==> src/rtl/spi_pkg.sv <==
// ---------------------------------------------------------------------------
// spi_pkg
// Shared definitions for the SPI slave receiver:
//   state_t             - receiver FSM states (IDLE, SHIFT)
//   DEFAULT_DATA_WIDTH  - default received word width in bits
//   SYNC_DEPTH          - number of flops in each input synchronizer
// ---------------------------------------------------------------------------
package spi_pkg;

    typedef enum logic {
        IDLE  = 1'b0,
        SHIFT = 1'b1
    } state_t;

    localparam int DEFAULT_DATA_WIDTH = 12;
    localparam int SYNC_DEPTH         = 2;

endpackage

==> src/rtl/spi_sync.sv <==
// ---------------------------------------------------------------------------
// spi_sync
// Single-bit multi-flop synchronizer bringing an asynchronous SPI pin into
// the clk domain. Depth comes from spi_pkg::SYNC_DEPTH.
// Parameters:
//   RESET_VALUE - value every stage takes while rst is low
// Ports:
//   clk  in   system clock
//   rst  in   asynchronous active-low reset
//   d    in   asynchronous input pin
//   q    out  synchronized copy of d
// ---------------------------------------------------------------------------
module spi_sync
    import spi_pkg::*;
#(
    parameter logic RESET_VALUE = 1'b0
) (
    input  logic clk,
    input  logic rst,
    input  logic d,
    output logic q
);

    logic [SYNC_DEPTH-1:0] stages;

    // Plain shift chain; the last stage is the only one safe to use.
    always_ff @(posedge clk or negedge rst) begin
        if (!rst) begin
            stages <= {SYNC_DEPTH{RESET_VALUE}};
        end else begin
            stages <= {stages[SYNC_DEPTH-2:0], d};
        end
    end

    assign q = stages[SYNC_DEPTH-1];

endmodule

==> src/rtl/spi_slave_rx.sv <==
// ---------------------------------------------------------------------------
// spi_slave_rx
// SPI mode-0 slave receiver. sck/ssel/mosi are oversampled by clk (sck up to
// clk/8), words are shifted in MSB first and handed out on a valid/ready
// interface. Several words may follow each other in one ssel-low frame.
//
// Optional feature (macro SPI_RX_ECHO_EN): a transmit register echoes the
// current rx_data back on miso, MSB first, shifted on falling sck edges.
// Without the macro miso is tied low.
//
// Parameters:
//   DATA_WIDTH  received word width, 2..32
// Ports:
//   clk        in   system clock
//   rst        in   asynchronous active-low reset
//   sck        in   SPI clock (idle low, sample on rising edge)
//   ssel       in   active-low slave select
//   mosi       in   serial data in, MSB first
//   miso       out  serial data out (echo feature) or 0
//   rx_data    out  last completed word
//   rx_valid   out  rx_data holds an unconsumed word
//   rx_ready   in   consumer accepts rx_data when high with rx_valid
//   overrun    out  sticky: a completed word was dropped
//   frame_err  out  one-clk pulse: frame ended mid-word
// ---------------------------------------------------------------------------
module spi_slave_rx
    import spi_pkg::*;
#(
    parameter int DATA_WIDTH = DEFAULT_DATA_WIDTH
) (
    input  logic                  clk,
    input  logic                  rst,
    input  logic                  sck,
    input  logic                  ssel,
    input  logic                  mosi,
    output logic                  miso,
    output logic [DATA_WIDTH-1:0] rx_data,
    output logic                  rx_valid,
    input  logic                  rx_ready,
    output logic                  overrun,
    output logic                  frame_err
);

    localparam int CW = $clog2(DATA_WIDTH);
    localparam logic [CW-1:0] LAST_BIT = CW'(DATA_WIDTH - 1);

    logic                  sck_s;
    logic                  ssel_s;
    logic                  mosi_s;
    logic                  sck_hist;
    logic                  sck_rise;
    state_t                state;
    state_t                next_state;
    logic [SYNC_DEPTH-1:0] settle;
    logic                  armed;
    logic [DATA_WIDTH-1:0] shift_reg;
    logic [DATA_WIDTH-1:0] shifted;
    logic [CW-1:0]         bit_cnt;
    logic                  word_done;
    logic [DATA_WIDTH-1:0] word_buf;
    logic                  enter_shift;
    logic                  in_frame;

    spi_sync #(.RESET_VALUE(1'b0)) u_sync_sck (
        .clk (clk),
        .rst (rst),
        .d   (sck),
        .q   (sck_s)
    );

    spi_sync #(.RESET_VALUE(1'b1)) u_sync_ssel (
        .clk (clk),
        .rst (rst),
        .d   (ssel),
        .q   (ssel_s)
    );

    spi_sync #(.RESET_VALUE(1'b0)) u_sync_mosi (
        .clk (clk),
        .rst (rst),
        .d   (mosi),
        .q   (mosi_s)
    );

    // History flop for sck edge detection.
    always_ff @(posedge clk or negedge rst) begin
        if (!rst) begin
            sck_hist <= 1'b0;
        end else begin
            sck_hist <= sck_s;
        end
    end

    assign sck_rise = sck_s & ~sck_hist;

    // The synchronizers hold their reset values for SYNC_DEPTH clocks after
    // reset, so ssel_s only reflects the pin once settle is full. A frame may
    // start only after a genuine ssel-high has been seen; this stops a reset
    // in the middle of a frame from resuming that frame.
    always_ff @(posedge clk or negedge rst) begin
        if (!rst) begin
            settle <= '0;
            armed  <= 1'b0;
        end else begin
            settle <= {settle[SYNC_DEPTH-2:0], 1'b1};
            if (settle[SYNC_DEPTH-1] && ssel_s) begin
                armed <= 1'b1;
            end
        end
    end

    always_ff @(posedge clk or negedge rst) begin
        if (!rst) begin
            state <= IDLE;
        end else begin
            state <= next_state;
        end
    end

    always_comb begin
        next_state = state;
        case (state)
            IDLE:    if (armed && !ssel_s) next_state = SHIFT;
            SHIFT:   if (ssel_s)           next_state = IDLE;
            default: next_state = IDLE;
        endcase
    end

    assign enter_shift = (state == IDLE) && (next_state == SHIFT);
    assign in_frame    = (state == SHIFT) && !ssel_s;
    assign shifted     = {shift_reg[DATA_WIDTH-2:0], mosi_s};

    // Shift register and bit counter. A completed word is parked in
    // word_buf with a one-clk word_done strobe for the output stage.
    always_ff @(posedge clk or negedge rst) begin
        if (!rst) begin
            shift_reg <= '0;
            bit_cnt   <= '0;
            word_done <= 1'b0;
            word_buf  <= '0;
            frame_err <= 1'b0;
        end else begin
            word_done <= 1'b0;
            frame_err <= 1'b0;
            if (enter_shift) begin
                shift_reg <= '0;
                bit_cnt   <= '0;
            end else if (in_frame) begin
                if (sck_rise) begin
                    shift_reg <= shifted;
                    if (bit_cnt == LAST_BIT) begin
                        bit_cnt   <= '0;
                        word_done <= 1'b1;
                        word_buf  <= shifted;
                    end else begin
                        bit_cnt <= bit_cnt + 1'b1;
                    end
                end
            end else if (state == SHIFT) begin
                frame_err <= (bit_cnt != '0);
                shift_reg <= '0;
                bit_cnt   <= '0;
            end
        end
    end

    // Output handshake: a new word is taken if the slot is free or being
    // drained this cycle, otherwise it is dropped and overrun latches.
    always_ff @(posedge clk or negedge rst) begin
        if (!rst) begin
            rx_data  <= '0;
            rx_valid <= 1'b0;
            overrun  <= 1'b0;
        end else begin
            if (word_done) begin
                if (!rx_valid || rx_ready) begin
                    rx_data  <= word_buf;
                    rx_valid <= 1'b1;
                end else begin
                    overrun <= 1'b1;
                end
            end else if (rx_valid && rx_ready) begin
                rx_valid <= 1'b0;
            end
        end
    end

`ifdef SPI_RX_ECHO_EN
    logic                  sck_fall;
    logic [DATA_WIDTH-1:0] tx_reg;

    assign sck_fall = ~sck_s & sck_hist;

    // Echo register. A falling edge with bit_cnt at zero lies between two
    // words, so it reloads instead of shifting; the first word of a frame is
    // loaded on frame entry because no falling edge precedes its first bit.
    always_ff @(posedge clk or negedge rst) begin
        if (!rst) begin
            tx_reg <= '0;
        end else if (enter_shift) begin
            tx_reg <= rx_data;
        end else if (in_frame && sck_fall) begin
            if (bit_cnt == '0) begin
                tx_reg <= rx_data;
            end else begin
                tx_reg <= {tx_reg[DATA_WIDTH-2:0], 1'b0};
            end
        end
    end

    assign miso = (state == SHIFT) ? tx_reg[DATA_WIDTH-1] : 1'b0;
`else
    assign miso = 1'b0;
`endif

endmodule

==> config.mk <==
export PLATFORM = sky130hd
export DESIGN_NAME = spi_slave_rx
export DESIGN_NICKNAME = d
export VERILOG_FILES = /design/src/rtl/spi_pkg.sv /design/src/rtl/spi_sync.sv /design/src/rtl/spi_slave_rx.sv
export SDC_FILE = /design/constraint.sdc
export NUM_CORES = 1
export LEC_CHECK = 0
export CAP_MARGIN = 0
export CORE_UTILIZATION = 49
export CTS_CLUSTER_DIAMETER = 120
export DETAILED_ROUTE_END_ITERATION = 8
export GPL_ROUTABILITY_DRIVEN = 0
export GPL_TIMING_DRIVEN = 0
export PLACE_DENSITY = 0.76
export RECOVER_POWER = 50
export SLEW_MARGIN = 20
export SYNTH_ARGS = -nofsm -noshare
export SYNTH_HDL_FRONTEND = slang
export SYNTH_SLANG_ARGS = --single-unit
export TNS_END_PERCENT = 20
==> constraint.sdc <==
create_clock -name clk -period 1.39 [get_ports clk]
set_input_delay 0.417 -clock clk [delete_from_list [all_inputs] [get_ports clk]]
set_output_delay 0.417 -clock clk [all_outputs]
set_load 0.05 [all_outputs]
==> metrics.md <==
| Metric | Value |
|---|---|
| Die area | `~0.0045 sq mm` |
| Failing checks | `negative setup slack` |
| MaxCap Viol Count | `0` |
| Most frequent cells in the layout | `dfrtp_1 (50), nand2_1 (26), mux2_2 (15), o21ai_0 (12), buf_4 (10)` |
| WL final | `between 3000 and 4000 um` |
| Post-Synth Adder-Cell Area | `1.208%` |
| Commonest non-fill, non-tap cell in the layout | `dfrtp_1` |
| Post-Synth XOR/XNOR Area | `0%` |
| Worst-Margin Slew | `~0.67 ns` |
| CTS Root Cell | `clkbuf_8` |
| CP Max Fanout | `5` |
| Synth top area cells | `dfrtp_1 (63%), mux2_2 (8.2%), mux2_4 (6.5%)` |
| Vias per std cell | `approximately 5.2` |
| DRC Markers | `0` |
| Initial Util | `around 51%` |
| Largest net degree at the start of global routing | `29` |
| Fin crit share | `109.1%` |
| H-Tree Depth | `2` |
| Crit path launch type | `register` |
| Nature of the critical path endpoint | `register` |
| Worst hold path class | `in -> async` |
| Crit-path max cell delay | `a little over 0.4 ns` |
| Synthesized flop and latch total | `54` |
| Worst vdd ir | `just under 1 mV` |
| Chip Height | `approximately 67 um` |
| Peak Freq | `roughly 0.66 GHz` |
| WHS | `0.1133 ns` |
| Num ports | `22` |
| Reg-to-reg critical path startpoint | `bit_cnt[1]` |
| Post-Syn Instances | `156` |
| Compound-Gate Fraction of Synth Area | `under 10%` |
| Largest family of logic cells by synthesized area | `multiplexers` |
| Place WS | `-0.4624 ns` |
| CTS tree | `built` |
| Syn. warnings | `0` |
| Synth-to-layout area growth | `27.36%` |
| Crit path cell chain | `ha_2 > nor2b_4 > nand3_4 > buf_12 > mux2_4` |
| CP Data Required Time | `around 1.6 ns` |
| WL per Instance | `around 15 um` |
| Post-synth top area share | `a little over three fifths` |
| Cell row count | `23` |
| Critical path startpoint | `bit_cnt[1]` |
| Critical path class | `reg -> reg` |
| Seq/Total Area, Yosys | `65.34%` |
| CP Data Arrival Time | `approximately 1.7 ns` |
| Cts bufs inserted | `5` |
| Worst relative slew slack | `between 50% and 60%` |
| Synthesized area per cell | `roughly 13 sq um` |
| Clk_lat worst skew | `between 0.3 and 0.4 ns` |
| Yosys top cell by area | `dfrtp_1` |
| Nets | `about 200` |
| Chip Width | `67.03 um` |
| Inserted Diodes | `0` |
| CP max stage cell | `dfrtp_1` |
| Core area | `0.004029 sq mm` |
| Global-route usage over all layers | `18.69%` |
| 1st-iter DRT viols | `a little under 70` |
| Pwr per Cell Area | `about 1100 mW/mm^2` |
| First-pass GRT wire length | `5927 um` |
| Post-synthesis simple-gate area fraction | `under 10%` |
| CTS sink cnt | `54` |
| Status | `finished, violations left` |
| Synthesized net count | `164` |
| Layout cells sized above 1 | `approximately 42%` |
| Final Setup Violations | `31` |
| Yosys cell types | `27` |
| Clock Path Buffers | `2` |
| Mux share of post-synthesis cell area | `between 10% and 20%` |
| Routed vias | `1263` |
| ANT nets after route | `0` |
| Mapped cell area | `between 0.002 and 0.0025 sq mm` |
| Initial antenna violation count | `0` |
| Hold Vio Cnt, Final | `0` |
| Leak pwr | `roughly 1.3 nW` |
| Fin util | `between 60% and 70%` |
| Tot Pwr | `a little over 3 mW` |
| Final min period | `approximately 1.5 ns` |
| Vias in the first global route | `~1300` |
| Clock skew | `around 0.014 ns` |
| Max Transition Viols Final | `0` |
| Port Buf Inserts | `20` |
| Fin worst setup slack | `-0.1264 ns` |
| Unrepaired setup endpoints after global routing | `true` |
| DR pass1 iterations | `4` |
| Total gr overflow | `0` |
| Clock slew seen by the registers of the worst setup and hold paths | `0.11 ns` |
## metal layers
layer | share of wire [%] | global-route usage, % | vias to the layer above | wire length, um
li1 | - | - | 598 | -
met1 | 40 | 20.77 | 634 | 1430
met2 | 56 | 30.88 | 26 | 2007
met3 | 3.1 | 5.993 | 5 | 111
met4 | 1.4 | 11.17 | 0 | 51
met5 | 0 | 0 | - | 0
## critical path: cells and delay by family, from the launching register on
family                     cells  cell delay, ns
muxes                          1            0.29
buffers and inverters          1            0.18
DFF                            1            0.41
adders and majority gates      1            0.20
and+or+nand+nor                2            0.32
## kinds of logic (layout without fill, tap and decap cells)
logic type      after synthesis  after routing
simple gates                 41             41
buf+inv                      10             49
mux                          24             24
flops                        54             54
compound gates               23             23
other cells                   2              2
fa+ha+maj                     2              2
## power breakdown
group	leakage (nW)	switching, mW	internal, mW	total (mW)
Combinational	0.519	0.104	0.0638	0.168
Sequential	0.720	0.0170	1.60	1.61
Clock	0.0683	0.512	0.721	1.23
Total	1.31	0.633	2.38	3.02
## synth_stat cells (all sizes together)
cell and n:
a2111oi 1, mux2 24, dfrtp 52, a21oi 1
o2bb2ai 1, o21bai 1, nand4 1, a21o 2
o21ai 16, and2b 1, nor2 5, a311oi 1
dfstp 2, conb 2, clkbuf 1, nand2b 3
buf 5, inv 4, nand2 28, nand3 1
ha 2, nor2b 2
## repair_timing
action,CTS,global route
endpoints found under the setup margin,52,36
cloned,1,0
pin swaps,4,1
buffers inserted,8,1
hold buffers,0,0
resized for setup,89,10
## through the flow
step,TNS [ns],cell area (sq um),cells
after detailed placement,-10.18,2369,227
final,-2.056,2639,245
after global placement,-89.41,2354,226
after CTS,-1.519,2624,244
after floorplan,-0.4626,2091,156
after global routing,-3.966,2639,245
## path summary, 6_finish.rpt
| path | slack (ns) | endpoint | cells after the start |
|---|---|---|---|
| max | -0.13 | word_buf[10] | 5 |
| min | 0.11 | word_buf[9] | 1 |
| max reg2reg | -0.13 | word_buf[10] | 5 |
| min reg2reg | 0.36 | settle[1] | 0 |
| max in group asynchronous | 0.21 | state | 2 |
| min in group clk | 0.36 | settle[1] | 0 |
## area by class of cell
cell class / instances / area (sq um)
multi-input combinational: 92 / 735.7
tap: 50 / 62.56
buffer: 6 / 68.82
clock buffer: 5 / 68.82
sequential: 54 / 1356
fill: 299 / 1390
timing repair buffer: 31 / 262.8
clock inverter: 3 / 68.82
inverter: 4 / 15.01
Power figures use the tool's default switching activity.
